**config.mk**
```make
export PLATFORM = sky130hd
export DESIGN_NAME = pipeline_controller
export DESIGN_NICKNAME = d
export VERILOG_FILES = /design/src/rtl/pipeline_controller.sv
export SDC_FILE = /design/constraint.sdc
export NUM_CORES = 1
export LEC_CHECK = 0
export ABC_AREA = 1
export ABC_CLOCK_PERIOD_IN_PS = 2060
export BUFFER_PORTS_ARGS = -buffer_cell sky130_fd_sc_hd__buf_2
export CORE_ASPECT_RATIO = 1.5
export CORE_MARGIN = 8
export CORE_UTILIZATION = 40
export CTS_CLUSTER_DIAMETER = 30
export DETAILED_ROUTE_END_ITERATION = 8
export HOLD_SLACK_MARGIN = 0.12
export PLACE_DENSITY = 0.82
export SYNTH_ARGS = -nofsm -noshare
export SYNTH_HDL_FRONTEND = slang
export SYNTH_SLANG_ARGS = --single-unit
```
**constraint.sdc**
```tcl
create_clock -name clock -period 2.06 [get_ports clock]
set_input_delay 0.309 -clock clock [delete_from_list [all_inputs] [get_ports clock]]
set_output_delay 0.309 -clock clock [all_outputs]
set_load 0.05 [all_outputs]
```
**src/rtl/pipeline_controller.sv**
```systemverilog
// Stall/flush sequencer for the 5-stage pipeline latches; times multi-cycle EX ops with a RUN/BUSY FSM.
// Outputs combinational from state and inputs (0 cycles); MEM wait freezes the multi-cycle countdown.
module pipeline_controller #(
    parameter int unsigned MULTI_LATENCY = 8
) (
    input  logic        clock,
    input  logic        reset,
    input  logic        id_rs_read,
    input  logic [4:0]  id_rs_address,
    input  logic        id_rt_read,
    input  logic [4:0]  id_rt_address,
    input  logic        ex_memory_read,
    input  logic [4:0]  ex_register_write_address,
    input  logic        ex_multicycle_start,
    input  logic        mem_stall_request,
    input  logic        mem_exception,
    input  logic [31:0] mem_exception_target,
    output logic [4:0]  stall,
    output logic [4:0]  flush,
    output logic        ex_multicycle_done,
    output logic        redirect_valid,
    output logic [31:0] redirect_pc
);

    localparam logic [0:0] S_RUN  = 1'b0;
    localparam logic [0:0] S_BUSY = 1'b1;
    localparam logic [7:0] LOAD_COUNT = 8'(MULTI_LATENCY - 2);

    logic [0:0] r_state;
    logic [7:0] r_count;
    logic [0:0] w_state_nxt;
    logic [7:0] w_count_nxt;
    logic       w_ex_stall;
    logic       w_done;
    logic       w_load_use;

    assign w_load_use = ex_memory_read && (ex_register_write_address != 5'd0) &&
                        ((id_rs_read && (id_rs_address == ex_register_write_address)) ||
                         (id_rt_read && (id_rt_address == ex_register_write_address)));

    always_comb begin
        w_state_nxt = r_state;
        w_count_nxt = r_count;
        w_ex_stall  = 1'b0;
        w_done      = 1'b0;
        if (mem_exception) begin
            w_state_nxt = S_RUN;
            w_count_nxt = 8'd0;
        end else if (r_state == S_RUN) begin
            if (ex_multicycle_start && !mem_stall_request) begin
                w_ex_stall  = 1'b1;
                w_state_nxt = S_BUSY;
                w_count_nxt = LOAD_COUNT;
            end
        end else if (r_count != 8'd0) begin
            w_ex_stall = 1'b1;
            if (!mem_stall_request) begin
                w_count_nxt = r_count - 8'd1;
            end
        end else if (!mem_stall_request) begin
            // Result is ready and MEM can accept it: the op leaves EX this cycle.
            w_done      = 1'b1;
            w_state_nxt = S_RUN;
        end
    end

    always_ff @(posedge clock or posedge reset) begin
        if (reset) begin
            r_state <= S_RUN;
            r_count <= 8'd0;
        end else begin
            r_state <= w_state_nxt;
            r_count <= w_count_nxt;
        end
    end

    always_comb begin
        stall              = 5'b00000;
        flush              = 5'b00000;
        ex_multicycle_done = 1'b0;
        redirect_valid     = 1'b0;
        redirect_pc        = 32'd0;
        if (!reset) begin
            ex_multicycle_done = w_done;
            if (mem_exception) begin
                flush          = 5'b11110;
                redirect_valid = 1'b1;
                redirect_pc    = mem_exception_target;
            end else if (mem_stall_request) begin
                stall = 5'b01111;
                flush = 5'b10000;
            end else if (w_ex_stall) begin
                stall = 5'b00111;
                flush = 5'b01000;
            end else if (w_load_use) begin
                stall = 5'b00011;
                flush = 5'b00100;
            end
        end
    end

endmodule
```
==> metrics.yaml, run 1 <==
yosysUniqueCellTypes: 24
crit_chain: "inv_2, ha_4, nand2_4, nor2_4, nand2_2, nand2_1, nand3_1, o21bai_2, buf_6"
antenna_cells: 0
worst-path-buf-inv: 2
drv_cap: 0
dieArea_um2: 5160
fin_tns_setup_ps: 0
grtUsageMet3: 0.0694
r2r-end: "r_count[7]"
netlist_instances: 231
pwr-share-comb: 0.524
grt_use_met2: 0.293
hold_ws_ps: 271
grt_max_degree: 22
clockRootBuffer: "clkbuf_8"
power.internal_w: 0.000471
cts_sinks: 9
clk_pin_slew_worst_paths_ps: 50
cpPeakStageDelay_ps: 380
fin_skew_ps: 0.927
finalMaxSlewViolations: 0
start_util: 0.420
rrSetupSlack_ps: 500
ir_drop_mv: 0.264
nets: 381
rsz0062_at_grt: "false"
slowest_stage: "dfrtp_1"
switching_power_w: 0.000408
clockBufferDepth: 2
power_frac_clock: 0.245
run_status: "completed"
cp_top_family: "simple AND/OR/NAND/NOR gates"
hold_viol_final: 0
dr.pass1.iters: 4
fin_crit_ps: 1960
place_congestion: 0.839
gr-max-usage-layer: "met2"
max_freq_mhz: 510
p_per_area_nw_per_um2: 493
final_antenna_net_count: 0
worstRegToRegCells: 10
grt_overflow: 0
worst-path-stages: 9
die_height_um: 84.1
port_buffers: 96
drt_iter0_drc: 24
hold_class: "in -> async"
hpwl_um: 3560
wire_per_inst_um: 11.6
n_fill_cell: 332
worstReg2RegStart: "r_count[0]"
coreArea_um2: 2940
antenna_found_initial: 0
cts_made_buffers: 3
syn_avg_cell_area_um2: 5.35
drive_gt1_frac: 0.392
die_w_um: 61.4
drc_errors: 0
cp_data_required_time_ps: 1750
synth_area_um2: 1240
area_delta_synth_final_pct: 44.4
grt_first_pass_wirelength_um: 6810
critPathLaunchType: "register"
critical_path_arrival_ps: 1650
cts_max_level: 1
tritoncts: "yes"
setup_violations: 0
insertion_delay_ps: 240
switching_share: 0.464
viasPerCell: 4.54
ys_ff_latch: 9
power_frac_seq: 0.231
finalCritPeriodShare: 0.952
postLayoutCoreUtil: 0.607
cp_max_fo: 4
grt_pass1_vias: 1642
io_pins: 99
grt_use_total: 0.166
rows: 24
worst_setup_path_end_kind: "output port"
vias: 1649
synth-seq-area-share: 0.182
synth_warnings: 0
setup.worst_path.class: "reg -> out"
p_leak_nw: 1.14
use_met1: 0.165
wirelength_um: 4220
## kinds of logic (layout without fill, tap and decap cells)
logic type	Yosys count	after routing	share of synthesized area
other	1	2	0.00303
DFF	9	9	0.182
and+or+nand+nor	157	157	0.535
adders and majority gates	1	1	0.0101
AOI/OAI and AO/OA	19	19	0.0881
buffers and inverters	44	136	0.181
## tightest hold or removal path: stages
cell	delay, ps
buf_2	210
inv_1	140
buf_4	190
## per-stage QoR
stage               instances  total power [W]  area, um^2  setup WS [ps]
CTS                       363         0.000879        1770           9.05
detailed placement        359         0.000656        1720            186
global route              363         0.000937        1790           4.79
finish                    363         0.000880        1790           99.2
global placement          359         0.000649        1720            234
floorplan                 232         0.000545        1250           37.5
## Yosys cell counts
| cell type | instances | area [um^2] |
|---|---|---|
| nand2_1 | 85 | 319 |
| dfrtp_1 | 9 | 225 |
| clkbuf_1 | 4 | 15.0 |
| o21ai_0 | 10 | 50.1 |
| buf_4 | 4 | 30.0 |
| nor2_1 | 46 | 173 |
| nor2_2 | 1 | 6.26 |
| conb_1 | 1 | 3.75 |
| inv_1 | 28 | 105 |
| buf_6 | 2 | 22.5 |
| buf_1 | 3 | 11.3 |
| ha_1 | 1 | 12.5 |
| nand4_1 | 7 | 43.8 |
| o21bai_1 | 1 | 7.51 |
| a21oi_1 | 5 | 25.0 |
| nand2_4 | 2 | 22.5 |
| clkbuf_8 | 1 | 13.8 |
| o21ai_2 | 3 | 26.3 |
| nand3_1 | 9 | 45.0 |
| inv_4 | 1 | 6.26 |
| nor3_2 | 1 | 10.0 |
| nand2_2 | 5 | 31.3 |
| nor2_4 | 1 | 11.3 |
| buf_12 | 1 | 20.0 |
## area by class of cell
class	count	area, um^2	area share
Timing Repair Buffer	103	539	0.302
Tap cell	39	48.8	0.0273
Clock buffer	4	45.0	0.0252
Sequential cell	9	225	0.126
Inverter	29	111	0.0624
Multi-Input combinational cell	179	816	0.457
## registers in the layout, indices dropped and copies added (netlist names)
register	count
r_state	1
r_count	8
## placed cells by master (no fill, tap or decap)
cell      synthesis  final
nand2_2           5      5
clkbuf_1          4      1
clkbuf_8          1      3
o21ai_0          10     10
buf_2             0     95
o21bai_2          0      1
nand2_4           2      2
a21oi_2           0      1
inv_4             1      1
buf_4             4      7
ha_4              0      1
nand2_1          85     85
buf_6             2      1
o21ai_2           3      3
nor3_2            1      1
inv_1            28     26
nor2_1           46     44
nand4_1           7      7
inv_2             0      2
conb_1            1      2
dfrtp_1           9      9
nor2_4            1      1
a21oi_1           5      4
nand3_1           9      9
nor2_2            1      3
## power by group through the flow
stage / Clock [W] / Sequential, W / Combinational (W)
2_1_floorplan: 0 / 0.000202 / 0.000344
4_1_cts: 0.000220 / 0.000202 / 0.000456
3_5_place_dp: 0 / 0.000204 / 0.000452
5_1_grt: 0.000229 / 0.000204 / 0.000504
6_report: 0.000215 / 0.000203 / 0.000461
3_3_place_gp: 0 / 0.000204 / 0.000445
## per-layer routing
| layer | share of wire | vias up |
|---|---|---|
| met4 | 0.013 | 0 |
| li1 | - | 881 |
| met5 | 0 | - |
| met1 | 0.37 | 703 |
| met2 | 0.53 | 60 |
| met3 | 0.088 | 5 |
## how the worst max path moves through the flow
stage,to,from,slack [ps]
after floorplan,stall[1],r_count[0],40
after global placement,flush[2],r_count[0],230
after detailed placement,flush[2],r_count[0],190
after CTS,flush[2],r_count[0],9
after global routing,flush[2],r_count[0],5
final,flush[2],r_count[0],100
## repair_timing
item                       4_1_cts  5_1_grt
setup buffers                    0        0
setup endpoints to repair        1        4
hold buffers                     0        0
resized for setup                2        4
(Power assumes the default switching activity.)
==> run 2: changes to the inputs <==
--- a/config.mk
+++ b/config.mk
@@ -6,15 +6,15 @@
 export NUM_CORES = 1
 export LEC_CHECK = 0
 export ABC_AREA = 1
-export ABC_CLOCK_PERIOD_IN_PS = 2060
+export ABC_CLOCK_PERIOD_IN_PS = 1800
 export BUFFER_PORTS_ARGS = -buffer_cell sky130_fd_sc_hd__buf_2
 export CORE_ASPECT_RATIO = 1.5
 export CORE_MARGIN = 8
-export CORE_UTILIZATION = 40
+export CORE_UTILIZATION = 36
 export CTS_CLUSTER_DIAMETER = 30
 export DETAILED_ROUTE_END_ITERATION = 8
 export HOLD_SLACK_MARGIN = 0.12
-export PLACE_DENSITY = 0.82
+export PLACE_DENSITY = 0.78
 export SYNTH_ARGS = -nofsm -noshare
 export SYNTH_HDL_FRONTEND = slang
 export SYNTH_SLANG_ARGS = --single-unit
==> constraint.sdc (replaced) <==
create_clock -name clock -period 1.8 [get_ports clock]
set_input_delay 0.27 -clock clock [delete_from_list [all_inputs] [get_ports clock]]
set_output_delay 0.27 -clock clock [all_outputs]
set_load 0.05 [all_outputs]
==> run 2 against run 1 <==
Compared with the run above:
- the flow now finishes with violations (setup timing)
- via count rose by 0.97%
- non-clock buffer count is 9 higher
- sequential share of layout area decreased by 0.95 points
- critical endpoint is now stall[1]
==> metrics.yaml, run 2 (synthesis results as in run 1) <==
run_status: "finished with violations"
violations: "setup timing"
cpPeakStageDelay_ps: 390
fin_skew_ps: 3.78
clockBufferDepth: 2
area_delta_synth_final_pct: 56.2
grt_first_pass_wirelength_um: 7110
cp_top_family: "flip-flops"
place_congestion: 0.880
slowest_stage: "dfrtp_1"
wire_per_inst_um: 11.9
tritoncts: "yes"
worst_setup_path_end_kind: "output port"
rows: 26
io_pins: 99
layout_commonest_cell: "buf_2"
antenna_cells: 0
cp_max_fo: 3
layout_common_cells: "92 x buf_2, 84 x nand2_1, 43 x nor2_1"
wirelength_um: 4460
p_leak_nw: 1.21
worst-path-buf-inv: 2
viasPerCell: 4.44
vias: 1665
cts_max_level: 1
hpwl_um: 3590
worstRegToRegCells: 11
hold_viol_final: 0
die_w_um: 63.8
top_regs: "r_count (8), r_state (1)"
crit_chain: "inv_2, ha_4, nand2_4, nor2_4, nand2_4, a21oi_2, a21oi_4, buf_2"
dr.pass1.iters: 4
largest_reg_flops: 8
start_util: 0.369
finalMaxSlewViolations: 0
worst-path-stages: 8
rsz0062_at_grt: "true"
postLayoutCoreUtil: 0.576
grt_overflow: 0
ir_drop_mv: 0.356
dieArea_um2: 5600
clockRootBuffer: "clkbuf_8"
drv_cap: 0
max_freq_mhz: 532
coreArea_um2: 3350
dp.cells: 367
insertion_delay_ps: 240
regMostFlops: "r_count"
hold_class: "in -> async"
critPathLaunchType: "register"
p_total_w: 0.00107
port_buffers: 96
nets: 390
die_height_um: 87.8
stdcell_count: 375
cts_sinks: 9
final_antenna_net_count: 0
setup_violations: 5
finalCritPeriodShare: 1.04
cts_made_buffers: 3
antenna_found_initial: 0
postCtsHoldBufs: 0
critical_path_arrival_ps: 1610
drt_iter0_drc: 46
grt_use_total: 0.156
drc_errors: 0
cp_common_cell: "nand2_4"
cp_data_required_time_ps: 1530
clk_pin_slew_worst_paths_ps: 50
drive_gt1_frac: 0.426
fin_crit_ps: 1880
p_per_area_nw_per_um2: 555
fin_ws_ps: -79.2
setup.worst_path.class: "reg -> out"
grt_pass1_vias: 1706
grt_max_degree: 33
[run 2: cell type report]
| type | instances | area, um^2 |
|---|---|---|
| Tap cell | 42 | 52.6 |
| Inverter | 29 | 111 |
| Timing Repair Buffer | 112 | 637 |
| Fill cell | 344 | 1420 |
| Clock inverter | 1 | 5.00 |
| Clock buffer | 3 | 41.3 |
| Multi-Input combinational cell | 179 | 858 |
| Sequential cell | 9 | 225 |
[run 2: path summary, 6_finish.rpt]
kind                            slack [ps]          start          to
max in group asynchronous             1480          reset  r_count[7]
worst min-delay path                   180          reset     r_state
worst min register to register         490     r_count[2]  r_count[2]
worst max-delay path                   -80     r_count[0]    stall[1]
min in group clock                     360  mem_exception     r_state
worst max register to register         170     r_count[0]  r_count[0]
[run 2: metal layers]
| metal | up-vias | wire length [um] | track usage |
|---|---|---|---|
| li1 | 894 | - | - |
| met1 | 702 | 1660 | 0.149 |
| met2 | 56 | 2370 | 0.286 |
| met3 | 13 | 288 | 0.0551 |
| met4 | 0 | 140 | 0.0774 |
| met5 | - | 0 | 0 |
[run 2: worst reg2reg max path, delay by kind of cell, from the launching register on]
kind,cells,cell delay (ps)
AO/OA/AOI/OAI,1,120
adder cells (fa/ha/maj),1,150
buffers and inverters,3,430
flip-flops,1,390
AND/OR/NAND/NOR,6,430
[run 2: power by group]
part           leakage (nW)  internal [W]  switching, W
combinational          1.06      0.000205      0.000385
sequential            0.120      0.000218     0.0000128
clock                0.0255      0.000152     0.0000981
total                  1.21      0.000576      0.000496
[run 2: stage by stage]
stage | setup WS (ps) | instance area, um^2 | setup TNS [ps] | hold WS (ps)
2_1_floorplan | -30.0 | 1280 | -30.0 | 114
3_3_place_gp | 28.7 | 1790 | 0 | 433
6_report | -79.2 | 1930 | -290 | 178
3_5_place_dp | -2.64 | 1790 | -2.64 | 430
4_1_cts | -65.5 | 1900 | -250 | 191
5_1_grt | -134 | 1930 | -672 | 228
[run 2: repair_timing]
item / 4_1_cts / 5_1_grt
setup endpoints to repair: 6 / 6
pin swaps: 3 / 1
buffers inserted: 1 / 3
resized for setup: 18 / 1
==> run 3: changes to the inputs <==
--- a/config.mk
+++ b/config.mk
@@ -15,6 +15,8 @@
 export DETAILED_ROUTE_END_ITERATION = 8
 export HOLD_SLACK_MARGIN = 0.12
 export PLACE_DENSITY = 0.78
+export SETUP_SLACK_MARGIN = 0.05
+export SKIP_LAST_GASP = 1
 export SYNTH_ARGS = -nofsm -noshare
 export SYNTH_HDL_FRONTEND = slang
 export SYNTH_SLANG_ARGS = --single-unit
==> run 3 against run 2 <==
Compared with the run above:
- the flow still finishes with violations (setup timing)
- hold slack is the same
- count of clock-buffer cells in the layout is the same
- cell count is the same
- setup slack is the same
- clock skew is the same
- core utilization is the same
- non-clock buffer count is the same
- sequential power is essentially flat
- critical endpoint unchanged
- largest cell class unchanged
- largest power group unchanged
==> metrics.yaml, run 3 (synthesis results as in run 1) <==
run_status: "finished with violations"
violations: "setup timing"
critical_path_arrival_ps: 1610
rows: 26
p_per_area_nw_per_um2: 555
grt_use_total: 0.156
antenna_cells: 0
clockRootBuffer: "clkbuf_8"
grt_first_pass_wirelength_um: 7110
viasPerCell: 4.44
postCtsHoldBufs: 0
final-seq-area_um2: 225
dr.pass1.iters: 4
cts_made_buffers: 3
pre_cts_ws_ps: -2.64
nets: 390
setup_violations: 5
fin_ws_ps: -79.2
regMostFlops: "r_count"
area_delta_synth_final_pct: 56.2
cp-startpoint: "r_count[0]"
die_w_um: 63.8
final_antenna_net_count: 0
p_leak_nw: 1.21
fin_crit_ps: 1880
multiInputGateArea_um2: 858
start_util: 0.369
tritoncts: "yes"
rsz0062_at_grt: "true"
place_congestion: 0.880
cts_sinks: 9
layout_common_cells: "92 x buf_2, 84 x nand2_1, 43 x nor2_1"
finalCritPeriodShare: 1.04
layout_commonest_cell: "buf_2"
drc_errors: 0
hold_ws_ps: 178
max_freq_mhz: 532
wirelength_um: 4460
hold_viol_final: 0
vias: 1665
dieArea_um2: 5600
clockBufferDepth: 2
drive_gt1_frac: 0.426
worstReg2RegStart: "r_count[0]"
finalMaxSlewViolations: 0
setup.worst_path.class: "reg -> out"
grt_pass1_vias: 1706
cp_data_required_time_ps: 1530
port_buffers: 96
cts_max_level: 1
cp_max_fo: 3
worst_setup_path_end_kind: "output port"
fin_skew_ps: 3.78
top_regs: "r_count (8), r_state (1)"
ir_drop_mv: 0.356
grt_overflow: 0
antenna_found_initial: 0
hpwl_um: 3590
insertion_delay_ps: 240
critPathLaunchType: "register"
n_fill_cell: 344
die_height_um: 87.8
coreArea_um2: 3350
drv_cap: 0
largest_reg_flops: 8
drt_iter0_drc: 46
io_pins: 99
hold_class: "in -> async"
wire_per_inst_um: 11.9
clk_pin_slew_worst_paths_ps: 50
grt_max_degree: 33
## run 3: per-layer routing
metal	track usage	share of wire	vias to the layer above
met5	0	0	-
met4	0.0774	0.031	0
met1	0.149	0.37	702
met3	0.0551	0.065	13
li1	-	-	894
met2	0.286	0.53	56
## run 3: final timing paths
path	end	slack, ps	depth (start not counted)
max	stall[1]	-80	8
min	r_state	180	3
max reg2reg	r_count[0]	170	11
min reg2reg	r_count[2]	490	2
max in group asynchronous	r_count[7]	1480	3
min in group clock	r_state	360	4
## run 3: worst max-delay path, stage by stage (launching register included)
cell and delay, ps:
dfrtp_1 390, inv_2 90, ha_4 150, nand2_4 60, nor2_4 110, nand2_4 80
a21oi_2 200, a21oi_4 80, buf_2 210
## run 3: layout make-up
cell class	instances	area share
Multi-Input combinational cell	179	0.445
Timing Repair Buffer	112	0.330
Sequential cell	9	0.117
Inverter	29	0.0577
Tap cell	42	0.0272
Clock buffer	3	0.0214
Clock inverter	1	0.00259
## run 3: stage by stage
step                setup TNS [ps]  cells  total power [W]   util  instance area (um^2)
finish                        -290    375          0.00107  0.576                  1930
global route                  -672    375          0.00114  0.576                  1930
CTS                           -250    372          0.00106  0.568                  1900
detailed placement           -2.64    367         0.000783  0.534                  1790
global placement                 0    367         0.000777  0.534                  1790
floorplan                    -30.0    232         0.000631      -                  1280
## run 3: timing repair
item | CTS | global route
resized for setup | 18 | 1
pin swaps | 3 | 1
hold endpoints to repair | 0 | 0
endpoints found under the setup margin | 6 | 7
setup buffers | 1 | 3
## run 3: power by group
group          switching, W  leakage [nW]  internal [W]
Combinational      0.000385          1.06      0.000205
Sequential        0.0000128         0.120      0.000218
Clock             0.0000981        0.0255      0.000152
